`config.mk`:
```
export PLATFORM = sky130hd
export DESIGN_NAME = freelist
export DESIGN_NICKNAME = d
export VERILOG_FILES = /design/src/rtl/freelist_pkg.sv /design/src/rtl/freelist.sv
export SDC_FILE = /design/constraint.sdc
export NUM_CORES = 1
export LEC_CHECK = 0
export ABC_CLOCK_PERIOD_IN_PS = 4700
export BUFFER_PORTS_ARGS = -buffer_cell sky130_fd_sc_hd__buf_2
export CAP_MARGIN = 15
export CORE_MARGIN = 3
export CORE_UTILIZATION = 30
export DETAILED_ROUTE_END_ITERATION = 8
export GPL_ROUTABILITY_DRIVEN = 0
export PLACE_DENSITY = 0.44
export SYNTH_ARGS = -nofsm -noshare
export SYNTH_HDL_FRONTEND = slang
export SYNTH_SLANG_ARGS = --single-unit
```
`constraint.sdc`:
```
create_clock -name clock -period 4.7 [get_ports clock]
set_clock_uncertainty 0.05 [all_clocks]
set_input_delay 0.94 -clock clock [delete_from_list [all_inputs] [get_ports clock]]
set_output_delay 0.94 -clock clock [all_outputs]
set_load 0.1 [all_outputs]
```
`src/rtl/freelist_pkg.sv`:
```
// Shared sizing, pointer type and pointer arithmetic for the physical-register free list.
package freelist_pkg;

  localparam int PREG_NUM    = 64;
  localparam int AREG_NUM    = 32;
  localparam int FL_SIZE     = PREG_NUM - AREG_NUM;
  localparam int FL_SIZE_LOG = $clog2(FL_SIZE);
  localparam int PREG_W      = $clog2(PREG_NUM);

  typedef logic [PREG_W-1:0] preg_t;

  // Same flag+idx convention as the ROB: flag toggles every time idx wraps.
  typedef struct packed {
    logic                   flag;
    logic [FL_SIZE_LOG-1:0] idx;
  } fl_ptr_t;

  // Advancing the packed {flag, idx} as one number wraps idx and toggles flag together.
  function automatic fl_ptr_t fl_ptr_add(fl_ptr_t p, logic [1:0] n);
    logic [FL_SIZE_LOG:0] sum;
    sum = {p.flag, p.idx} + {{(FL_SIZE_LOG-1){1'b0}}, n};
    return fl_ptr_t'(sum);
  endfunction

  function automatic logic [FL_SIZE_LOG:0] fl_ptr_dist(fl_ptr_t hi, fl_ptr_t lo);
    return {hi.flag, hi.idx} - {lo.flag, lo.idx};
  endfunction

endpackage

```
`src/rtl/freelist.sv`:
```
// Circular free list of physical registers: 2-wide allocate to rename, 2-wide compacted
// release from commit, and a committed head so a redirect recovers all in-flight allocations.
module freelist
  import freelist_pkg::*;
(
  input  logic                   clock,
  input  logic                   reset_n,
  input  logic                   alloc0_req,
  input  logic                   alloc1_req,
  output logic                   alloc_ready,
  output logic [PREG_W-1:0]      alloc0_prd,
  output logic [PREG_W-1:0]      alloc1_prd,
  input  logic                   commit0_valid,
  input  logic                   commit0_need_free,
  input  logic [PREG_W-1:0]      commit0_old_prd,
  input  logic                   commit1_valid,
  input  logic                   commit1_need_free,
  input  logic [PREG_W-1:0]      commit1_old_prd,
  input  logic                   redirect_valid,
  output logic [FL_SIZE_LOG:0]   free_count
);

  fl_ptr_t spec_head_q, spec_head_d;
  fl_ptr_t arch_head_q, arch_head_d;
  fl_ptr_t tail_q,      tail_d;

  preg_t entry_q  [FL_SIZE];
  preg_t entry_d  [FL_SIZE];
  logic  entry_we [FL_SIZE];

  logic                   r0, r1;
  logic                   alloc_fire;
  logic [1:0]             alloc_num;
  logic [1:0]             rel_num;
  logic [FL_SIZE_LOG-1:0] rd1_idx;
  logic [FL_SIZE_LOG-1:0] wr0_idx;
  logic [FL_SIZE_LOG-1:0] wr1_idx;

  // Status and read ports look only at registered state.
  always_comb begin
    free_count  = fl_ptr_dist(tail_q, spec_head_q);
    alloc_ready = (free_count >= (FL_SIZE_LOG+1)'(2));
    rd1_idx     = spec_head_q.idx + {{(FL_SIZE_LOG-1){1'b0}}, alloc0_req};
    alloc0_prd  = entry_q[spec_head_q.idx];
    alloc1_prd  = entry_q[rd1_idx];
  end

  always_comb begin
    r0         = commit0_valid & commit0_need_free;
    r1         = commit1_valid & commit1_need_free;
    rel_num    = {1'b0, r0} + {1'b0, r1};
    alloc_num  = {1'b0, alloc0_req} + {1'b0, alloc1_req};
    alloc_fire = alloc_ready & ~redirect_valid;
    wr0_idx    = tail_q.idx;
    wr1_idx    = tail_q.idx + {{(FL_SIZE_LOG-1){1'b0}}, r0};
  end

  // Release writes are compacted: commit1 slides into slot 0 when commit0 frees nothing.
  always_comb begin
    for (int i = 0; i < FL_SIZE; i++) begin
      entry_we[i] = 1'b0;
      entry_d[i]  = entry_q[i];
      if (r0 && (wr0_idx == FL_SIZE_LOG'(i))) begin
        entry_we[i] = 1'b1;
        entry_d[i]  = commit0_old_prd;
      end
      if (r1 && (wr1_idx == FL_SIZE_LOG'(i))) begin
        entry_we[i] = 1'b1;
        entry_d[i]  = commit1_old_prd;
      end
    end
  end

  always_comb begin
    tail_d      = fl_ptr_add(tail_q, rel_num);
    arch_head_d = fl_ptr_add(arch_head_q, rel_num);
    spec_head_d = spec_head_q;
    if (redirect_valid) begin
      spec_head_d = arch_head_d;
    end else if (alloc_fire) begin
      spec_head_d = fl_ptr_add(spec_head_q, alloc_num);
    end
  end

  always_ff @(posedge clock or negedge reset_n) begin
    if (!reset_n) begin
      spec_head_q <= '0;
      arch_head_q <= '0;
      tail_q      <= '{flag: 1'b1, idx: '0};
    end else begin
      spec_head_q <= spec_head_d;
      arch_head_q <= arch_head_d;
      tail_q      <= tail_d;
    end
  end

  always_ff @(posedge clock or negedge reset_n) begin
    if (!reset_n) begin
      for (int i = 0; i < FL_SIZE; i++) begin
        entry_q[i] <= preg_t'(AREG_NUM + i);
      end
    end else begin
      for (int i = 0; i < FL_SIZE; i++) begin
        if (entry_we[i]) begin
          entry_q[i] <= entry_d[i];
        end
      end
    end
  end

  logic [FL_SIZE_LOG+1:0] fill_after_rel;
  assign fill_after_rel = {1'b0, free_count} + {{FL_SIZE_LOG{1'b0}}, rel_num};

  a_no_overflow: assert property (@(posedge clock) disable iff (!reset_n)
    fill_after_rel <= (FL_SIZE_LOG+2)'(FL_SIZE));

  a_arch_behind_spec: assert property (@(posedge clock) disable iff (!reset_n)
    fl_ptr_dist(spec_head_q, arch_head_q) >= {{(FL_SIZE_LOG-1){1'b0}}, rel_num});

  a_commit_order: assert property (@(posedge clock) disable iff (!reset_n)
    commit1_valid |-> commit0_valid);

endmodule

```
==> results_dict.tcl <==
set metrics [dict create \
    status "finished, final reports clean" \
    wl_mm 49.8 \
    relSlewSlack_pct 24.0 \
    htree_levels 1 \
    cts_made_buffers 27 \
    worstPathArrival_ns 3.47 \
    crit_path_max_fanout 27 \
    fillers 4415 \
    synth_nets 1302 \
    ctsRootBufferMaster "clkbuf_16" \
    grt_pass1_vias 10200 \
    cap_violations 0 \
    dieWidth_um 220 \
    clock_latency_ns 0.54 \
    tns_ns 0 \
    vias 10300 \
    grt_start_max_net_pins 97 \
    fin_nets 1304 \
    synth-seq-cells 210 \
    start_util_pct 30.8 \
    async_flop_share_pct 100 \
    fp.dieArea_um2 48600 \
    finalHoldViolations 0 \
    crit_cells 8 \
    synth_area_um2 13800 \
    grt_setup_unrepaired "false" \
    r2r_start "wr0_idx[0]" \
    ys_warn_count 0 \
    layout_setup_ws_ns 0.243 \
    slowest_delay_ns 0.51 \
    num_rows 77 \
    endpoint "alloc1_prd[1]" \
    synth_edf_count 0 \
    worstMarginPinSlew_ns 1.14 \
    gr-usage-all-layers_pct 20.9 \
    crit_required_ns 3.71 \
    leakagePower_nw 6.04 \
    synth.distinct_cells 59 \
    slowest_stage "mux4_2" \
    synth.top_cell.area_share_pct 21.5 \
    place_ws_ns 0.244 \
    slew_viol_final 0 \
    cpLargestDelayFamily "multiplexers" \
    final_util_pct 34.6 \
    drt-vias-per-instance 5.50 \
    synth.avg_cell_area_um2 10.9 \
    yosys.cell_count.top_type "mux2i_1" \
    numClockSinks 210 \
    critPathLaunch "alloc0_req" \
    seq_area_frac_synth_pct 39.1 \
    synth_common_cells "mux2i_1 (195), nand2_1 (184), o21ai_1 (136), dfstp_2 (113), mux4_2 (109)" \
    dp_hpwl_mm 33.5 \
    die_h_um 220 \
    clk_pin_slew_ns 0.06 \
    grt_antenna_before_repair 0 \
    layout-drive-gt1-share_pct 29.2 \
    drtIter0Drc 808 \
    setup-violations-final 0 \
    antenna_cells 0 \
    synthCells 1262 \
    timing.fmax_ghz 0.224 \
    r2r-end "entry_q[15]" \
    timing.final.crit_share_pct 94.8 \
    multi_input_area_um2 7860 \
    gr-total-overflow 0 \
    synth_top_cell_by_area "dfstp_2" \
    final_antenna_net_count 0 \
    r2r_slack_ns 1.45 \
    cts_tree "done" \
    area_delta_synth_final_pct 12.5 \
    grt_pass1_wl_mm 74.3 \
    worst_setup_path_end_kind "output port" \
    startpoint_type "primary input" \
    path_class "in -> out" \
    path_cells "buf_2 -> ha_4 -> buf_12 -> buf_4 -> mux4_2 -> mux4_2 -> mux2_2 -> buf_2" \
    place.port_buffers 39 \
    core_um2 44800 \
    rr_worst_depth 9 \
    powerDensity_nw_per_um2 883 \
    irDropWorstVdd_mv 1.47 \
    dr.pass1.iters 4 \
    drt-wirelength-per-cell_um 26.5 \
    min_period_ns 4.46 \
    synth_area_leaders "dfstp_2 (22%), mux4_2 (18%), dfrtp_1 (18%), mux2i_1 (14%), nand2_1 (5.0%)" \
    path_buf_inv 4 \
    regArea_um2 5400 \
    io_pins 40 \
    hp-class "in -> async" \
    drc 0 \
    synth-main-ff-cell "dfstp_2" \
    cts.path.max_buffers 3 \
]
[timing repair]
item,in CTS,in global routing
hold buffers,0,0
buffers inserted,0,2
setup endpoints to repair,0,1
resized for setup,0,0
[power by group]
part / internal, mW / switching (mW)
sequential: 2.96 / 1.12
clock: 1.23 / 0.831
combinational: 2.97 / 4.58
total: 7.16 / 6.53
[cell families after synthesis]
| group | count (synthesis) | share of synthesized area (%) |
|---|---|---|
| muxes | 322 | 34.6 |
| buffers and inverters | 127 | 4.16 |
| xor gates and xnor gates | 18 | 1.20 |
| AOI/OAI and AO/OA | 216 | 8.14 |
| adders and majority gates | 19 | 1.94 |
| DFF | 210 | 39.1 |
| and+or+nand+nor | 350 | 10.9 |
[metrics by stage]
| step | total power [mW] | cell area, µm² | hold WS (ns) | std cells |
|---|---|---|---|---|
| global placement | 11.5 | 14600 | 0.417 | 1825 |
| CTS | 13.7 | 15500 | 0.409 | 1874 |
| finish | 13.7 | 15500 | 0.382 | 1876 |
| detailed placement | 11.6 | 14600 | 0.420 | 1825 |
| global route | 14.4 | 15500 | 0.418 | 1876 |
| floorplan | 9.51 | 13800 | 0.394 | 1262 |
[worst min path at each step]
stage / startpoint / end / slack [ns] / cells past startpoint
after detailed placement: arch_head_q[5] / arch_head_q[5] / 0.42 / 1
after floorplan: arch_head_q[5] / arch_head_q[5] / 0.39 / 1
after global placement: arch_head_q[5] / arch_head_q[5] / 0.42 / 1
final: reset_n / arch_head_q[2] / 0.38 / 1
after CTS: reset_n / spec_head_q[5] / 0.41 / 1
after global routing: reset_n / arch_head_q[2] / 0.42 / 1
[sequential cells by signal, indices dropped and copies added, names as in the netlist]
| signal | cells |
|---|---|
| entry_q | 192 |
| tail_q | 1 |
| spec_head_q | 6 |
| arch_head_q | 6 |
| wr0_idx | 5 |
[cell usage in the layout, fill, tap and decap left out, types with 2 or more instances in the layout]
| cell | Yosys | final |
|---|---|---|
| mux2i_1 | 195 | 195 |
| nand2_1 | 184 | 184 |
| o21ai_1 | 136 | 136 |
| dfstp_2 | 113 | 113 |
| mux4_2 | 109 | 109 |
| nor2_1 | 107 | 107 |
| dfrtp_1 | 97 | 95 |
| a21oi_1 | 62 | 62 |
| buf_2 | 37 | 38 |
| buf_4 | 2 | 33 |
| clkbuf_16 | 0 | 27 |
| inv_1 | 18 | 18 |
| nand3_1 | 13 | 13 |
| ha_1 | 15 | 13 |
| xnor2_1 | 13 | 11 |
| clkbuf_8 | 0 | 8 |
| clkbuf_1 | 54 | 8 |
| mux4_4 | 7 | 7 |
| nor3_1 | 6 | 6 |
| nand4_1 | 6 | 6 |
| mux2_2 | 6 | 6 |
| nand2b_1 | 6 | 6 |
| nor2b_1 | 5 | 5 |
| a21o_1 | 5 | 5 |
| clkinv_2 | 0 | 5 |
| buf_12 | 0 | 5 |
| mux4_1 | 4 | 4 |
| nor3_2 | 4 | 4 |
| fa_1 | 4 | 4 |
| xor2_1 | 4 | 3 |
| o21ai_0 | 3 | 3 |
| xnor2_2 | 1 | 3 |
| inv_2 | 3 | 3 |
| and2_1 | 2 | 2 |
| clkinv_1 | 2 | 2 |
| or3_1 | 2 | 2 |
| nor4_2 | 2 | 2 |
| nor2_2 | 2 | 2 |
| a211o_1 | 2 | 2 |
[area by class of cell]
| cell class | count | share of cell area [%] |
|---|---|---|
| multi-input cells | 925 | 50.7 |
| flip-flops and latches | 210 | 34.8 |
| clock buffers | 43 | 5.26 |
| well taps | 592 | 4.78 |
| repair buffers | 77 | 3.57 |
| inverters | 23 | 0.557 |
| clock inverters | 6 | 0.355 |
[routing by layer]
layer  routed length (µm)  part of all wire [%]  GRT usage [%]  vias up
met4                  896                   1.8           3.63        0
met5                    0                     0              0        -
met3                 3610                   7.2           4.24       46
met2                21000                    42           30.5      352
met1                24300                    49           32.1     5337
li1                     -                     -              -     4581
Note: power is estimated with default switching activity, not from simulation.
